[src/rtl/sum_parallel_pkg.sv]
// sum_parallel_pkg: shared FSM encoding and datapath widths for the frame summer
package sum_parallel_pkg;
  typedef enum logic [1:0] {IDLE, ACCUM, RED1, RED2} state_e;
  localparam int FRAME_LEN_DEF = 128;
  localparam int LANE_W = 15;
  localparam int PAIR_W = 16;
  localparam int SUM_W = 17;
endpackage

[src/rtl/sum_rr_arb2.sv]
// sum_rr_arb2: two-way round-robin arbiter; a tie goes to the requester not granted last
module sum_rr_arb2
  import sum_parallel_pkg::*;
(
  input  logic       clk,
  input  logic       rst_n,
  input  logic [1:0] req,
  input  logic       update,
  input  logic       winner,
  output logic [1:0] gnt,
  output logic       last
);
  logic last_q, last_d;
  // pick the winner and record it when the top commits a grant
  always_comb begin
    gnt = req == 2'b11 ? (last_q ? 2'b01 : 2'b10) : req;
    last_d = update ? winner : last_q;
  end
  // last-grant register resets to 1 so requester 0 wins the first tie
  always_ff @(posedge clk) begin
    if (!rst_n) last_q <= 1'b1;
    else last_q <= last_d;
  end
  assign last = last_q;
endmodule

[src/rtl/sum_parallel_sched.sv]
// sum_parallel_sched: arbitrated frame summer with four interleaved lanes and a two-level adder tree
module sum_parallel_sched
  import sum_parallel_pkg::*;
#(
  parameter int FRAME_LEN = FRAME_LEN_DEF,
  parameter int DW = 8
) (
  input  logic             CLK,
  input  logic             RST_n,
  input  logic [1:0]       req,
  input  logic [DW-1:0]    in_data,
  input  logic             in_valid,
  input  logic             in_abort,
  output logic [1:0]       gnt,
  output logic             in_ready,
  output logic [SUM_W-1:0] sum,
  output logic             sum_valid,
  output logic             sum_src,
  output logic             busy
);
  state_e state_q, state_d;
  logic [1:0] gnt_q, gnt_d, arb_gnt;
  logic [7:0] cnt_q, cnt_d;
  logic [3:0][LANE_W-1:0] lane_q, lane_d;
  logic [PAIR_W-1:0] p01_q, p01_d, p23_q, p23_d;
  logic [SUM_W-1:0] sum_q, sum_d;
  logic sum_valid_q, sum_valid_d, sum_src_q, sum_src_d;
  logic grant, last_grant_unused;

  sum_rr_arb2 u_arb (
    .clk   (CLK),
    .rst_n (RST_n),
    .req   (req),
    .update(grant),
    .winner(arb_gnt[1]),
    .gnt   (arb_gnt),
    .last  (last_grant_unused)
  );

  // next-state: grant, accumulate into lane cnt[1:0], then reduce pairs and total
  always_comb begin
    state_d = state_q;
    gnt_d = gnt_q;
    cnt_d = cnt_q;
    lane_d = lane_q;
    p01_d = p01_q;
    p23_d = p23_q;
    sum_d = sum_q;
    sum_valid_d = 1'b0;
    sum_src_d = sum_src_q;
    grant = 1'b0;
    case (state_q)
      IDLE: if (|req) begin
        grant = 1'b1;
        gnt_d = arb_gnt;
        cnt_d = '0;
        lane_d = '0;
        state_d = ACCUM;
      end
      ACCUM: if (in_abort) begin
        gnt_d = '0;
        state_d = IDLE;
      end else if (in_valid) begin
        lane_d[cnt_q[1:0]] = lane_q[cnt_q[1:0]] + LANE_W'(in_data);
        cnt_d = cnt_q + 8'd1;
        state_d = cnt_q == 8'(FRAME_LEN - 1) ? RED1 : ACCUM;
      end
      RED1: begin
        p01_d = PAIR_W'(lane_q[0]) + PAIR_W'(lane_q[1]);
        p23_d = PAIR_W'(lane_q[2]) + PAIR_W'(lane_q[3]);
        state_d = RED2;
      end
      RED2: begin
        sum_d = SUM_W'(p01_q) + SUM_W'(p23_q);
        sum_src_d = gnt_q[1];
        sum_valid_d = 1'b1;
        gnt_d = '0;
        state_d = IDLE;
      end
      default: state_d = IDLE;
    endcase
  end

  // state and datapath registers with synchronous active-low reset
  always_ff @(posedge CLK) begin
    if (!RST_n) begin
      state_q <= IDLE;
      gnt_q <= '0;
      cnt_q <= '0;
      lane_q <= '0;
      p01_q <= '0;
      p23_q <= '0;
      sum_q <= '0;
      sum_valid_q <= 1'b0;
      sum_src_q <= 1'b0;
    end else begin
      state_q <= state_d;
      gnt_q <= gnt_d;
      cnt_q <= cnt_d;
      lane_q <= lane_d;
      p01_q <= p01_d;
      p23_q <= p23_d;
      sum_q <= sum_d;
      sum_valid_q <= sum_valid_d;
      sum_src_q <= sum_src_d;
    end
  end

  assign gnt = gnt_q;
  assign in_ready = state_q == ACCUM;
  assign busy = state_q != IDLE;
  assign sum = sum_q;
  assign sum_valid = sum_valid_q;
  assign sum_src = sum_src_q;
endmodule

[config.mk]
export PLATFORM = sky130hd
export DESIGN_NAME = sum_parallel_sched
export DESIGN_NICKNAME = d
export VERILOG_FILES = /design/src/rtl/sum_parallel_pkg.sv /design/src/rtl/sum_rr_arb2.sv /design/src/rtl/sum_parallel_sched.sv
export SDC_FILE = /design/constraint.sdc
export NUM_CORES = 1
export LEC_CHECK = 0
export CORE_MARGIN = 1.5
export CORE_UTILIZATION = 55
export CTS_CLUSTER_SIZE = 20
export DETAILED_ROUTE_END_ITERATION = 8
export PLACE_DENSITY = 0.74
export SLEW_MARGIN = 20
export SYNTH_ARGS = -nofsm -noshare
export SYNTH_HDL_FRONTEND = slang
export SYNTH_SLANG_ARGS = --single-unit
[constraint.sdc]
create_clock -name CLK -period 9.81 [get_ports CLK]
set_clock_uncertainty 0.2 [all_clocks]
set_input_delay 1.962 -clock CLK [delete_from_list [all_inputs] [get_ports CLK]]
set_output_delay 1.962 -clock CLK [all_outputs]
set_load 0.02 [all_outputs]
==> run_results.csv, run 1 <==
group,metric,value,unit
outcome,status,"completed",
clocking,hold_buffers,0,
sta,report.final.slew_viol_count,0,
sta,rsz0062_at_grt,"no",
final_layout,finalInstanceArea,8130,um^2
global_route,antenna_found_initial,0,
logic_synthesis,async_flop_share,0,
pwr,p_per_area,158,nW/um^2
worst_setup_path,cp.arrival,4.41,ns
detailed_routing,drc_errors,0,
final_layout,nNetsFinal,902,
worst_setup_path,end_kind,"register",
placement,place_area,7470,um^2
hold_path,hold_end,"sum[9]",
placement,io_buffers,36,
logic_synthesis,synthesis.instances,802,
final_layout,final_util,0.650,
logic_synthesis,synth_edf_count,0,
clocking,cts.path.max_buffers,2,
floorplanning,dieWidth,116,um
final_layout,drive_gt1_frac,0.0740,
worst_setup_path,slowest_delay,0.41,ns
sta,setup_viol,0,
pwr,p_leak,3.20,nW
logic_synthesis,syn_nets,878,
floorplanning,io-pin-count,37,
final_layout,area_growth,16.0,%
final_layout,num_antenna_cells,0,
worst_setup_path,r2r_setup_slack,6.04,ns
logic_synthesis,synth_warnings,0,
logic_synthesis,synth-seq-area-share,0.354,
global_route,grt_pass1_wl,27900,um
clocking,clk_pin_slew,0.06,ns
hold_path,worstHoldStart,"sum[9]",
hold_path,hold_class,"reg2reg",
worst_setup_path,startpoint_type,"primary input",
placement,gp_congestion,0.898,
placement,place_hpwl,12000,um
final_layout,fin_cells,1010,
logic_synthesis,syn_avg_cell_area,8.74,um^2
final_layout,fillers,1070,
detailed_routing,first_pass_iters,5,
placement,place_inst,979,
detailed_routing,ant_nets,0,
logic_synthesis,synth_top_flop_cell,"dfxtp_1",
logic_synthesis,synth_top_cell_by_area,"dfxtp_1",
detailed_routing,wl_per_cell,17.0,um
clocking,post_cts_buffers,0,
detailed_routing,drtIter0Drc,428,
worst_setup_path,critPathMostFrequentCell,"a21oi_1",
floorplanning,die_area,13400,um^2
sta,layout_min_cycle_time,4.33,ns
run,drv_cap,0,
clocking,cts_sinks,124,
pwr,ir_drop,0.000113,V
clocking,numCtsBuffers,17,
sta,finalCritPeriodShare,0.442,
worst_setup_path,cp.required,9.89,ns
sta,worstMarginPinSlew,0.995,ns
clocking,root_buffer,"clkbuf_16",
clocking,clock_latency,0.42,ns
sta,setup_tns,0,ns
hold_path,min_path_cells,2,
worst_setup_path,cp_max_fo,4,
logic_synthesis,synthesis.area,7010,um^2
floorplanning,core-area,12500,um^2
worst_setup_path,worstSetupPathType,"in2reg",
worst_setup_path,worstReg2RegStart,"cnt_q[1]",
worst_setup_path,reg2reg_depth,10,
floorplanning,fp.dieH,116,um
clocking,htree_levels,4,
sta,hold_viol_final,0,
global_route,grt_pass1_vias,5759,
detailed_routing,vias,6061,
worst_setup_path,reg2reg_to,"lane_q[55]",
worst_setup_path,crit_slowest_cell,"fa_1",
clocking,cts_tree,"done",
logic_synthesis,yosys.area.top_type_share,0.354,
floorplanning,rows,41,
worst_setup_path,path_cells,"clkdlybuf4s50_1, ha_1, fa_1, a21oi_1, o21ai_0, a21oi_1, a21oi_1, nand3_1, xor2_1, o21ai_0",
global_route,grt_max_degree,60,
global_route,grtUsageTotal,0.266,
logic_synthesis,synthTopCellsByArea,"dfxtp_1, ha_1, nand2_1",
logic_synthesis,ys_types,62,
detailed_routing,drt_wl_total,17200,um
sta,relSlewSlack,0.336,
clocking,post_cts_resized,0,
sta,max_freq,231,MHz
logic_synthesis,synth_seq_cells,124,
floorplanning,initial_core_util,0.560,
global_route,gr-total-overflow,0,
detailed_routing,via_per_inst,6.00,
final cells by class:
cell class              count  area [um^2]  area share
inverters                  17         63.8     0.00784
flip-flops and latches    124         2480       0.305
multi-input cells         626         4320       0.531
clock inverters             6          155      0.0191
repair buffers             40          390      0.0480
well taps                 172          215      0.0265
clock buffers              25          505      0.0621
through the flow:
step	worst slack, ns	hold WS (ns)	power (mW)
after detailed placement	5.15	0.245	0.589
final	5.48	0.246	1.28
after CTS	5.49	0.252	1.28
after global routing	5.32	0.273	1.32
after floorplan	5.89	0.236	0.567
after global placement	5.21	0.238	0.587
metal layers:
layer  GRT usage  wire (um)
met5           0          0
met4      0.0911        289
met3      0.0465       1070
met2       0.444       8070
met1       0.349       7780
how the worst max path moves through the flow:
stage                          start         end  slack (ns)  depth (start not counted)
after floorplan           in_data[0]  lane_q[53]        5.89                          8
after CTS                 in_data[0]  lane_q[55]        5.49                         10
after global routing      in_data[0]  lane_q[55]        5.32                         10
final                     in_data[0]  lane_q[55]        5.48                         10
after global placement    in_data[0]  lane_q[53]        5.21                          9
after detailed placement  in_data[0]  lane_q[23]        5.15                          9
cells in the mapped netlist (10+ instances only):
master / n
a211oi_1: 12
a21o_1: 12
a21oi_1: 72
a22oi_1: 24
a32o_1: 11
and2_1: 10
clkbuf_1: 23
dfxtp_1: 124
ha_1: 58
inv_1: 16
mux4_2: 15
nand2_1: 108
nand2b_1: 16
nand3_1: 27
nand4_1: 11
nor2_1: 60
o21ai_0: 41
o21ai_1: 15
xnor2_1: 21
xor2_1: 21
worst max-delay path, delay by kind of cell:
| kind | cells | cell delay, ns |
|---|---|---|
| compound gates | 5 | 0.94 |
| fa+ha+maj | 2 | 0.65 |
| buf+inv | 1 | 0.40 |
| xor+xnor | 1 | 0.29 |
| simple gates | 1 | 0.16 |
flip-flops by register name (all words and copies together) (netlist names), named ones only:
register and flops:
lane_q 60, sum 17, p01_q 16, p23_q 16, cnt_q 8, gnt 2, state_q 1, sum_src 1
sum_valid 1, u_arb.last 1
cell usage in the layout (no fill, tap or decap), types with 17 or more instances in the layout:
master	synthesis	routed
clkbuf_16	0	17
xor2_1	21	21
xnor2_1	21	21
a21oi_1	72	72
a22oi_1	24	24
ha_1	58	58
nand3_1	27	27
nor2_1	60	60
nand2_1	108	108
dfxtp_1	124	124
o21ai_0	41	41
clkdlybuf4s50_1	0	36
where the power goes:
group / internal, mW / switching, mW / leakage (nW)
Clock: 0.483 / 0.219 / 0.324
Sequential: 0.507 / 0.00411 / 1.00
Combinational: 0.0239 / 0.0451 / 1.88
logic make-up (layout without fill, tap and decap cells):
kind of cell	after synthesis	after routing	share of synthesized area
simple gates	263	263	0.171
compound gates	241	241	0.222
flops	124	124	0.354
fa+ha+maj	62	62	0.115
buf+inv	52	88	0.0303
xor+xnor	44	44	0.0571
mux	16	16	0.0496
Note: power is estimated with default switching activity, not from simulation.
==> inputs of run 2 (changes only) <==
Settings changed: PLACE_DENSITY 0.74 to 0.77.
Clock period 9.81 ns to 3.9 ns, I/O delays scaled along.
==> run 2 against run 1 <==
  * Via count grew 1.7%
  * Clock power grew 120%
  * Non-clock buffer count grew 3
  * Power grew 130%
  * Wire length grew 0.35%
  * Cell area shrank 0.80%
  * Die area is the same
  * Flip-flop and latch count is the same
  * Clock-buffer cell count is the same
  * Sequential power grew to 2.5 times the previous value
  * Highest routed layer unchanged
==> run_results.csv, run 2 (same netlist as run 1, synthesis figures left out) <==
group,metric,value,unit
outcome,status,"completed",
worst_setup_path,end_kind,"register",
detailed_routing,via_per_inst,6.08,
sta,setup_viol,0,
clocking,htree_levels,4,
detailed_routing,drtIter0Drc,469,
worst_setup_path,worstSetupPathType,"reg2reg",
sta,finalCritPeriodShare,0.894,
final_layout,layout_common_cells,"dfxtp_1, nand2_1, a21oi_1, nor2_1, ha_1",
global_route,gr-total-overflow,0,
detailed_routing,drc_errors,0,
pwr,p_per_area,371,nW/um^2
hold_path,hold_class,"reg2reg",
floorplanning,core-area,12500,um^2
floorplanning,dieWidth,116,um
sta,setup_tns,0,ns
worst_setup_path,cp_max_fo,15,
final_layout,area_growth,15.1,%
worst_setup_path,slowest_delay,0.60,ns
global_route,grt_pass1_wl,28400,um
pwr,total_power,2.99,mW
clocking,cts.path.max_buffers,2,
clocking,numCtsBuffers,17,
final_layout,layout_commonest_cell,"dfxtp_1",
global_route,antenna_found_initial,0,
clocking,clk_pin_slew,0.05,ns
floorplanning,die_area,13400,um^2
worst_setup_path,cp.required,4.00,ns
placement,place_hpwl,12300,um
sta,relSlewSlack,0.316,
final_layout,num_antenna_cells,0,
clocking,hold_buffers,0,
run,drv_cap,0,
clocking,root_buffer,"clkbuf_16",
floorplanning,initial_core_util,0.560,
detailed_routing,first_pass_iters,5,
sta,holdWs,0.249,ns
floorplanning,io-pin-count,37,
sta,max_freq,287,MHz
floorplanning,fp.dieH,116,um
sta,report.final.slew_viol_count,0,
clocking,post_cts_resized,0,
final_layout,nNetsFinal,905,
worst_setup_path,r2r_setup_slack,0.41,ns
placement,place_inst,982,
worst_setup_path,cp.arrival,3.59,ns
final_layout,fillers,1078,
final_layout,final_util,0.645,
sta,worstMarginPinSlew,1.02,ns
floorplanning,rows,41,
detailed_routing,drt_wl_total,17300,um
global_route,grtUsageTotal,0.274,
detailed_routing,wl_per_cell,17.0,um
placement,place_area,7500,um^2
clocking,cts_sinks,124,
placement,place_ws,0.418,ns
sta,rsz0062_at_grt,"no",
sta,hold_viol_final,0,
detailed_routing,vias,6162,
worst_setup_path,critPathMostFrequentCell,"a21oi_1",
final_layout,largest_reg_flops,60,
pwr,p_leak,3.17,nW
clocking,clock_latency,0.43,ns
final_layout,fin_cells,1014,
final_layout,finalInstanceArea,8070,um^2
worst_setup_path,path_cells,"buf_4, mux4_2, fa_1, a21oi_1, o21ai_0, a21oi_1, a21oi_1, nand3_1, xor2_1, o21ai_0",
final_layout,drive_gt1_frac,0.0760,
sta,worst_slack,0.415,ns
detailed_routing,ant_nets,0,
placement,io_buffers,36,
global_route,grt_pass1_vias,5753,
global_route,grt_max_degree,42,
pwr,ir_drop,0.000250,V
worst_setup_path,startpoint_type,"register",
clocking,post_cts_buffers,0,
final_layout,max_flop_register,"lane_q",
clocking,cts_tree,"done",
placement,gp_congestion,0.889,
sta,layout_min_cycle_time,3.49,ns
worst_setup_path,crit_slowest_cell,"mux4_2",
==> run 2: changes by cell type in the layout (fill, tap and decap cells not counted) <==
cell	delta
buf_4	+3
clkbuf_1	+2
bufinv_16	-3
clkinvlp_4	+1
clkbuf_8	-2
clkinv_2	+3
==> run 2: final cells by class <==
class | count | area [um^2] | share of cell area
flip-flops and latches | 124 | 2480 | 0.308
clock buffers | 25 | 485 | 0.0602
clock inverters | 7 | 87.6 | 0.0109
repair buffers | 43 | 413 | 0.0512
well taps | 172 | 215 | 0.0267
inverters | 17 | 63.8 | 0.00791
multi-input cells | 626 | 4320 | 0.536
==> run 2: worst paths after layout <==
kind	cells past startpoint	start	to
max reg2reg	10	cnt_q[0]	lane_q[40]
min	2	sum[8]	sum[8]
min reg2reg	2	sum[8]	sum[8]
max	10	cnt_q[0]	lane_q[40]
==> run 2: critical path, delay by kind of cell, from the launching register on <==
kind	cells	cell delay (ns)
AO/OA/AOI/OAI	5	0.90
XOR/XNOR	1	0.24
adder cells (fa/ha/maj)	1	0.44
buffers and inverters	1	0.35
flip-flops	1	0.47
multiplexers	1	0.60
AND/OR/NAND/NOR	1	0.16
==> run 2: where the power goes <==
group	leakage, nW	internal (mW)	switching (mW)
logic	1.89	0.0614	0.114
registers	1.00	1.27	0.0106
clock network	0.281	0.985	0.546
total	3.17	2.32	0.670
==> run 2: layer usage <==
metal	vias up	global-route usage	wire length, um
met5	-	0	0
met4	0	0.113	379
met3	37	0.0549	1220
met2	258	0.431	7610
met1	2888	0.371	8060
li1	2979	-	-
==> inputs of run 3 (changes only) <==
--- a/config.mk
+++ b/config.mk
@@ -11,4 +11,5 @@
 export DETAILED_ROUTE_END_ITERATION = 8
 export PLACE_DENSITY = 0.77
+export SKIP_CTS_REPAIR_TIMING = 1
 export SLEW_MARGIN = 20
 export SYNTH_ARGS = -nofsm -noshare
==> constraint.sdc (replaced) <==
create_clock -name CLK -period 3.9 [get_ports CLK]
set_clock_uncertainty 0.2 [all_clocks]
set_input_delay 0.78 -clock CLK [delete_from_list [all_inputs] [get_ports CLK]]
set_output_delay 0.78 -clock CLK [all_outputs]
set_load 0.1 [all_outputs]
==> run 3 against run 2 <==
  * Sequential share of layout area shrank 0.13 points
  * Sequential power is essentially flat
  * Final cell count grew 0.20%
  * Largest power group unchanged
  * Global-route usage shrank 0.18 points
  * Non-clock buffer count grew 2
  * Highest routed layer unchanged
==> run_results.csv, run 3 (same netlist as run 1, synthesis figures left out) <==
group,metric,value,unit
final_layout,max_flop_register,"lane_q",
worst_setup_path,cp_max_fo,15,
worst_setup_path,startpoint_type,"register",
floorplanning,initial_core_util,0.560,
floorplanning,core-area,12500,um^2
sta,worstMarginPinSlew,0.966,ns
final_layout,drive_gt1_frac,0.0865,
sta,relSlewSlack,0.354,
detailed_routing,drc_errors,0,
sta,hold_viol_final,0,
detailed_routing,drtIter0Drc,411,
detailed_routing,drt_wl_total,17300,um
clocking,clk_pin_slew,0.06,ns
pwr,pwr-share-seq,0.421,
clocking,cts.path.max_buffers,2,
floorplanning,dieWidth,116,um
sta,rsz0062_at_grt,"no",
clocking,clock_latency,0.43,ns
worst_setup_path,end_kind,"register",
hold_path,hold_class,"reg2reg",
global_route,grt_max_degree,43,
pwr,p_comb_frac,0.064,
sta,report.final.slew_viol_count,0,
final_layout,nNetsFinal,907,
detailed_routing,first_pass_iters,5,
detailed_routing,via_per_inst,6.00,
outcome,status,"completed",
pwr,p_leak,3.19,nW
hold_path,min_path_cells,2,
pwr,internal_power,2.34,mW
sta,layout_min_cycle_time,3.55,ns
global_route,gr-total-overflow,0,
global_route,grt_pass1_wl,28100,um
final_layout,area_growth,15.6,%
pwr,p_per_area,376,nW/um^2
sta,max_freq,282,MHz
sta,setup_viol,0,
final_layout,layout_commonest_cell,"dfxtp_1",
run,drv_cap,0,
pwr,switching_share,0.234,
worst_setup_path,worstSetupPathType,"reg2reg",
final_layout,num_antenna_cells,0,
clocking,root_buffer,"clkbuf_16",
global_route,grt_pass1_vias,5694,
clocking,htree_levels,4,
placement,place_hpwl,12200,um
detailed_routing,vias,6094,
floorplanning,rows,41,
placement,gp_congestion,0.898,
detailed_routing,ant_nets,0,
worst_setup_path,reg2reg_depth,10,
placement,io_buffers,36,
floorplanning,io-pin-count,37,
worst_setup_path,cp.arrival,3.64,ns
sta,holdWs,0.248,ns
global_route,antenna_found_initial,0,
clocking,cts_tree,"done",
pwr,power_switching,0.714,mW
pwr,pwr-share-clk,0.515,
final_layout,largest_reg_flops,60,
sta,finalCritPeriodShare,0.910,
global_route,grtUsageTotal,0.273,
floorplanning,fp.dieH,116,um
final_layout,layout_common_cells,"dfxtp_1, nand2_1, a21oi_1, nor2_1, ha_1",
detailed_routing,wl_per_cell,17.0,um
floorplanning,die_area,13400,um^2
worst_setup_path,cp.required,3.99,ns
clocking,cts_sinks,124,
sta,setup_tns,0,ns
clocking,numCtsBuffers,17,
pwr,ir_drop,0.000267,V
[run 3: changes by cell type in the layout (fill, tap and decap cells not counted)]
cell | before | now
clkinvlp_4 | 1 | 3
clkinv_4 | 0 | 1
clkbuf_1 | 5 | 0
clkinv_2 | 4 | 5
buf_4 | 7 | 11
clkdlybuf4s50_1 | 36 | 34
clkbuf_8 | 3 | 4
[run 3: layer usage]
layer  track usage  share of wire  routed length (um)  vias up
met3        0.0743          0.079                1360       30
met4         0.104          0.022                 389        0
met2         0.425           0.44                7570      263
li1              -              -                   -     2989
met1         0.362           0.46                7980     2812
met5             0              0                   0        -
[run 3: path summary, 6_finish.rpt]
check                start         end  slack [ns]
setup / recovery  cnt_q[0]  lane_q[55]        0.35
hold reg to reg     sum[9]      sum[9]        0.25
hold / removal      sum[9]      sum[9]        0.25
setup reg to reg  cnt_q[0]  lane_q[55]        0.35
[run 3: per-stage QoR]
step	cells	instance area [um^2]	util	setup WS [ns]	total power, mW
floorplan	802	7010	-	0.617	1.45
global placement	984	7500	0.599	0.476	1.50
detailed placement	984	7510	0.600	0.436	1.50
CTS	1016	8100	0.647	0.416	3.06
global route	1016	8100	0.647	0.157	3.15
finish	1016	8100	0.647	0.349	3.05
[run 3: final cells by class]
| class | count | area [um^2] |
|---|---|---|
| clock buffer | 21 | 480 |
| clock inverter | 11 | 116 |
| fill | 1032 | 4410 |
| inverter | 17 | 63.8 |
| multi-input combinational | 626 | 4320 |
| sequential | 124 | 2480 |
| tap | 172 | 215 |
| timing repair buffer | 45 | 423 |
[run 3: worst max-delay path: stages, from the launching register on]
cell	delay [ns]
dfxtp_1	0.47
buf_4	0.36
mux4_2	0.59
fa_1	0.44
a21oi_1	0.24
o21ai_0	0.11
a21oi_1	0.23
a21oi_1	0.23
nand3_1	0.16
xor2_1	0.23
o21ai_0	0.15
[run 3: power by group through the flow]
stage                     Sequential (mW)  Combinational (mW)  Clock, mW
after floorplan                      1.32               0.130          0
after global placement               1.31               0.187          0
after detailed placement             1.31               0.191          0
after CTS                            1.28               0.192       1.58
after global routing                 1.29               0.207       1.66
final                                1.28               0.196       1.57
